--- src/rtl/imm_extend_stage_if.sv ---
`default_nettype none
// +----------------------------------------------------------------------------+
// | Module   : imm_extend_stage_if                                             |
// | Brief    : Valid/ready bus between decode, immediate extension and ID/EX.  |
// | Revision : 1.0                                                             |
// +----------------------------------------------------------------------------+
interface imm_extend_stage_if #(
  parameter int IN_W  = 16,
  parameter int OUT_W = 32
);
  logic             valid_i;
  logic             ready_o;
  logic [1:0]       mode_i;
  logic [IN_W-1:0]  data_i;
  logic             valid_o;
  logic             ready_i;
  logic [OUT_W-1:0] data_o;
  logic [1:0]       mode_o;

  modport master (
    output valid_i, mode_i, data_i, ready_i,
    input  ready_o, valid_o, data_o, mode_o
  );

  modport slave (
    input  valid_i, mode_i, data_i, ready_i,
    output ready_o, valid_o, data_o, mode_o
  );
endinterface
`default_nettype wire

--- src/rtl/imm_extend_stage.sv ---
`default_nettype none
// +----------------------------------------------------------------------------+
// | Module   : imm_extend_stage                                                |
// | Brief    : Registered sign/zero/upper immediate extension, 2-entry skid.   |
// |            IMM_EXT_BRANCH_EN makes mode 11 a branch offset (sext << 2).    |
// | Revision : 1.0                                                             |
// +----------------------------------------------------------------------------+
module imm_extend_stage #(
  parameter int IN_W  = 16,
  parameter int OUT_W = 32
) (
  input  wire logic         clk_i,
  input  wire logic         rst_i,
  input  wire logic         flush_i,
  imm_extend_stage_if.slave bus
);
  localparam int c_PAD_W = OUT_W - IN_W;

  logic             r_main_valid;
  logic [OUT_W-1:0] r_main_data;
  logic [1:0]       r_main_mode;
  logic             r_skid_valid;
  logic [OUT_W-1:0] r_skid_data;
  logic [1:0]       r_skid_mode;

  logic             w_accept;
  logic             w_drain;
  logic [OUT_W-1:0] w_sext;
  logic [OUT_W-1:0] w_ext;

  assign bus.ready_o = rst_i & ~r_skid_valid;
  assign w_accept    = bus.valid_i & bus.ready_o;
  assign w_drain     = r_main_valid & bus.ready_i;

  assign bus.valid_o = r_main_valid;
  assign bus.data_o  = r_main_data;
  assign bus.mode_o  = r_main_mode;

  // Entries are stored already extended so the output is a pure register.
  always_comb begin
    w_sext = {{c_PAD_W{bus.data_i[IN_W-1]}}, bus.data_i};
    w_ext  = w_sext;
    case (bus.mode_i)
      2'b01: w_ext = {{c_PAD_W{1'b0}}, bus.data_i};
      2'b10: w_ext = {bus.data_i, {c_PAD_W{1'b0}}};
      2'b11: begin
`ifdef IMM_EXT_BRANCH_EN
        w_ext = w_sext << 2;
`else
        w_ext = w_sext;
`endif
      end
      default: w_ext = w_sext;
    endcase
  end

  always_ff @(posedge clk_i) begin
    if (!rst_i) begin
      r_main_valid <= 1'b0;
      r_main_data  <= '0;
      r_main_mode  <= 2'b00;
      r_skid_valid <= 1'b0;
      r_skid_data  <= '0;
      r_skid_mode  <= 2'b00;
    end else if (flush_i) begin
      r_main_valid <= 1'b0;
      r_skid_valid <= 1'b0;
    end else if (!r_main_valid || w_drain) begin
      if (r_skid_valid) begin
        r_main_valid <= 1'b1;
        r_main_data  <= r_skid_data;
        r_main_mode  <= r_skid_mode;
        r_skid_valid <= w_accept;
        if (w_accept) begin
          r_skid_data <= w_ext;
          r_skid_mode <= bus.mode_i;
        end
      end else begin
        r_main_valid <= w_accept;
        if (w_accept) begin
          r_main_data <= w_ext;
          r_main_mode <= bus.mode_i;
        end
      end
    end else if (w_accept) begin
      // Main is stalled: park the new entry behind it.
      r_skid_valid <= 1'b1;
      r_skid_data  <= w_ext;
      r_skid_mode  <= bus.mode_i;
    end
  end
endmodule
`default_nettype wire

--- src/flat_wrapper.sv ---
// flat-port wrapper written by rule: the top's interface ports become plain ports
module imm_extend_stage_flat 
#(
  parameter int IN_W  = 16,
  parameter int OUT_W = 32
)
  (clk_i, rst_i, flush_i, bus_valid_i, bus_mode_i, bus_data_i, bus_ready_i, bus_ready_o, bus_valid_o, bus_data_o, bus_mode_o);
  imm_extend_stage_if #(.IN_W(IN_W), .OUT_W(OUT_W)) bus_i ();
  input  wire logic clk_i;
  input  wire logic rst_i;
  input  wire logic flush_i;
  input wire logic [$bits(bus_i.valid_i)-1:0] bus_valid_i;
  input wire logic [$bits(bus_i.mode_i)-1:0] bus_mode_i;
  input wire logic [$bits(bus_i.data_i)-1:0] bus_data_i;
  input wire logic [$bits(bus_i.ready_i)-1:0] bus_ready_i;
  output wire logic [$bits(bus_i.ready_o)-1:0] bus_ready_o;
  output wire logic [$bits(bus_i.valid_o)-1:0] bus_valid_o;
  output wire logic [$bits(bus_i.data_o)-1:0] bus_data_o;
  output wire logic [$bits(bus_i.mode_o)-1:0] bus_mode_o;
  assign bus_i.valid_i = bus_valid_i;
  assign bus_i.mode_i = bus_mode_i;
  assign bus_i.data_i = bus_data_i;
  assign bus_i.ready_i = bus_ready_i;
  assign bus_ready_o = bus_i.ready_o;
  assign bus_valid_o = bus_i.valid_o;
  assign bus_data_o = bus_i.data_o;
  assign bus_mode_o = bus_i.mode_o;
  imm_extend_stage #(.IN_W(IN_W), .OUT_W(OUT_W)) u_core (.clk_i(clk_i), .rst_i(rst_i), .flush_i(flush_i), .bus(bus_i));
endmodule
--- config.mk ---
export PLATFORM = sky130hd
export DESIGN_NAME = imm_extend_stage_flat
export DESIGN_NICKNAME = d
export VERILOG_FILES = /design/src/rtl/imm_extend_stage_if.sv /design/src/rtl/imm_extend_stage.sv /design/src/flat_wrapper.sv
export SDC_FILE = /design/constraint.sdc
export NUM_CORES = 1
export LEC_CHECK = 0
export ABC_AREA = 1
export CAP_MARGIN = 20
export CORE_AREA = 8 8 95 97
export DETAILED_ROUTE_END_ITERATION = 6
export DIE_AREA = 0 0 103 105
export PLACE_DENSITY_LB_ADDON = 0.12
export SYNTH_ARGS = -nofsm -noshare
export SYNTH_HDL_FRONTEND = slang
export SYNTH_SLANG_ARGS = --single-unit
--- constraint.sdc ---
create_clock -name clk_i -period 1.5 [get_ports clk_i]
set_input_delay 0.3 -clock clk_i [delete_from_list [all_inputs] [get_ports clk_i]]
set_output_delay 0.3 -clock clk_i [all_outputs]
set_load 0.01 [all_outputs]
==> results.txt <==
For the highest clock rate, the log shows 0.712 GHz. The sum of overflow across all layers after global routing was 0; the largest incremental delay on the critical path was 410 ps. For this design the static power due to leakage is 0.00231 uW. The slowest stage cell on the critical path is sky130_fd_sc_hd__dfxtp_2. Number of max-capacitance violations reported: 0. The proportion of layout cells with a drive suffix above 1 was 0.125; the total number of H-tree levels was 3. The area share of the largest cell type after synthesis came out at 0.397.

The synthesized area divided by synthesized cell count is 6.14 um^2, and the final instance count without filler cells is 742. The simple-gate portion of the synthesized area is 0.456, and the clock input transition at the sequential cells of the worst setup and hold paths is 80 ps. For the total number of yosys warnings, the log shows 0. The classification of the worst-slack hold path was in2reg.

The run gives 3330 as the number of global-route vias before repair. After floorplanning, the core was divided into 32 placement rows. The proportion of synthesized flip-flops having asynchronous set or reset was 0; the minimum clock period was 1400 ps. The commonest cells after synthesis are 191 x sky130_fd_sc_hd__nor2_1, 156 x sky130_fd_sc_hd__nand2_1, 70 x sky130_fd_sc_hd__dfxtp_1. The number of antenna diodes in the final layout is 0. The congestion estimate from routability-driven global placement came to 0.847. The HPWL after detailed placement came out at 6.39 mm. Dividing total power by cell area gives a power density of 971 mW/mm^2.

TritonCTS built the clock tree. STA classifies the critical path startpoint as a flip-flop. Clock latency on the worst-skew pair, taken at its later pin, is 360 ps. Clock tree synthesis selected as its root buffer the cell sky130_fd_sc_hd__clkbuf_8. The number of instances in the placed design was 725. The synthesized netlist cell count came out at 574. Setup violations remaining at the end of the flow were counted as 0. The floorplan step set the die height to 105 um. Counting flops with a built-in enable in the synthesized netlist gives 0. For this design the top-level I/O count stands at 59. STA classifies the critical path endpoint as a primary output.

The run gives 0.180 as the global-route usage over all layers. The cell family contributing the most delay on the critical path is flip-flops. The fraction of power spent switching nets is 0.257, and the arrival time at the worst endpoint is 1100 ps. For the final max-slew violation count, the log shows 0. The buffers plus inverters on the worst setup path was 1; the count of state elements after synthesis was 70. The tools report the combined area of all synthesized cells as 0.00353 mm^2. The cell area after placement was 0.00432 mm^2. The overall die area is 0.0108 mm^2, and the XOR/XNOR share of the synthesized area is 0. The synthesized design spends more area on one cell type than any other, namely sky130_fd_sc_hd__dfxtp_1. For the pin with the worst max-slew slack, the measured transition is 551 ps. After floorplanning, the core was sized to cover 0.00753 mm^2.

After routing the design area is 0.00464 mm^2. The signed area change from the synthesized netlist to the final layout works out to 31.6%. Between clock sinks in the finished design, the worst skew comes to 4.15 ps. The first global-routing pass estimated 15.6 mm of wire. The main combinational cell family by area after synthesis was simple AND/OR/NAND/NOR gates. For the number of antenna violations at the first check in global routing, the log shows 0. The adder and majority gate portion of the synthesized area is 0.00709. The run gives 0.150 as the share of total power in combinational logic. The worst relative slew slack is 0.633, and the width of the die is 103 um.

The detailed-route DRC error count is 0. Summed over all layers, the routed wires come to 9.25 mm. The effective utilization at floorplan came out at 0.469. In this run, distinct cell masters in the synthesized netlist total 25. The share of total power in sequential cells came out at 0.429.

The sequential fraction of the synthesis area was 0.397; the internal power contribution was 3350 uW. For the deepest clock path buffer count, the log shows 2. The final worst-path cycle share came out at 0.937.

The flow ran to the end, and the final reports show no timing, DRC or antenna violations. For this block, the via count after detailed routing is 3535. Synthesis produced a netlist with a net count of 599. The tools report the power spent charging and discharging nets as 1160 uW. In the post-synthesis netlist, the cell with the most instances is sky130_fd_sc_hd__nor2_1. The run gives 9 as the number of buffers created by CTS. The logs give 0 for the hold violation total from the final report and 0 for the remaining antenna violation count after routing. The fraction of the mapped netlist area in compound gates works out to 0.0436. The number of input and output port buffers inserted works out to 58.

Setup repair after global routing left no endpoint under its margin. The critical path goes through nor2_1, dlygate4sd2_1. After detailed routing, the number of vias per cell comes to 4.76.

By area the synthesized netlist is led by sky130_fd_sc_hd__dfxtp_1 40%, sky130_fd_sc_hd__nor2_1 20%, sky130_fd_sc_hd__nand2_1 17%. In this run the worst path has a maximum fanout of 5. The tree built by TritonCTS fans out to 70 sinks. The mux share of post-synthesis cell area is 0, and the largest net degree at the start of global routing is 54. The critical path class was reg2out. The required time at the endpoint of the critical path was 1200 ps; the violation count after the first detailed-routing iteration was 167. At the end of the flow, the number of nets in the layout was 660. The detail-routed net length per standard cell was 12.5 um; the clock network power share was 0.420. The run gives 4 as the first-pass detailed-route iteration total.

For this run, the leading register cell type out of synthesis is sky130_fd_sc_hd__dfxtp_1. Worst IR drop on VDD: 741 uV.
==> flip-flops by register name, summed over array words and instances (netlist names) <==
| register | count |
|---|---|
| u_core.bus.data_o | 32 |
| u_core.r_skid_data | 32 |
| u_core.bus.mode_o | 2 |
| u_core.r_skid_mode | 2 |
| u_core.bus.valid_o | 1 |
| u_core.r_skid_valid | 1 |
==> tightest hold or removal path: cells and delay by family <==
kind | cells | cell delay (ps)
AND/OR/NAND/NOR | 1 | 60
buffers and inverters | 2 | 230
==> logic make-up (layout without fill, tap and decap cells) <==
kind of cell,count (synthesis),after routing
compound gates,28,28
flops,70,70
simple gates,397,397
fa+ha+maj,2,2
buf+inv,77,143
==> final cells by class <==
cell class,instances,area (um^2)
well taps,102,128
multi-input cells,427,1870
inverters,41,163
clock buffers,10,138
clock inverters,6,109
flip-flops and latches,70,1400
repair buffers,86,836
fillers,741,2890
==> through the flow <==
stage,setup TNS (ps),hold WS [ps],setup slack (ps),power (uW),util
3_5_place_dp,-26480,471,-480,2640,0.574
4_1_cts,0,253,0.960,4520,0.609
2_1_floorplan,0,373,7.20,2340,-
3_3_place_gp,-25100,463,-454,2640,0.574
6_report,0,267,95.2,4510,0.617
5_1_grt,0,265,36.9,4700,0.617
==> routing by layer <==
layer | global-route usage | share of wire
met1 | 0.225 | 0.45
met4 | 0.0641 | 0.015
met5 | 0 | 0
met3 | 0.0498 | 0.071
met2 | 0.286 | 0.47
==> power by group through the flow <==
| stage | logic [uW] | registers [uW] | clock network (uW) |
|---|---|---|---|
| detailed placement | 661 | 1980 | 0 |
| CTS | 658 | 1930 | 1920 |
| global route | 755 | 1940 | 2010 |
| finish | 678 | 1930 | 1890 |
| floorplan | 338 | 2000 | 0 |
| global placement | 656 | 1980 | 0 |
==> worst paths after layout <==
path | endpoint | startpoint | slack (ps) | depth (start not counted)
hold / removal | u_core.r_skid_valid$_SDFFE_PP0P_ | rst_i | 270 | 3
hold reg to reg | u_core.r_skid_data[23]$_SDFFE_PN0P_ | u_core.r_skid_data[23]$_SDFFE_PN0P_ | 480 | 2
setup reg to reg | u_core.r_skid_data[31]$_SDFFE_PN0P_ | u_core.bus.valid_o$_SDFFE_PP0P_ | 270 | 6
setup / recovery | bus_ready_o | u_core.r_skid_valid$_SDFFE_PP0P_ | 100 | 2
==> cells in the final DEF, fill, tap and decap left out, drive strengths merged, types with 3 or more instances in the layout <==
cell type      netlist  routed
clkinv               0       3
clkdlybuf4s50        0      19
bufinv               0       3
inv                 41      40
dlygate4sd2          0      36
nand3               43      43
buf                 33      29
nand2              158     158
clkbuf               3      10
nor2               193     193
a21oi                3       3
dfxtp               70      70
o21ai               24      24
==> timing repair <==
action                                 4_1_cts  5_1_grt
setup endpoints to repair                   91       60
gates resized for setup                     52       21
gates cloned                                 1        0
pin swaps                                    2        4
endpoints found under the hold margin        0        0
hold buffers                                 0        0
setup buffers                                0        0
(Power assumes the default switching activity.)
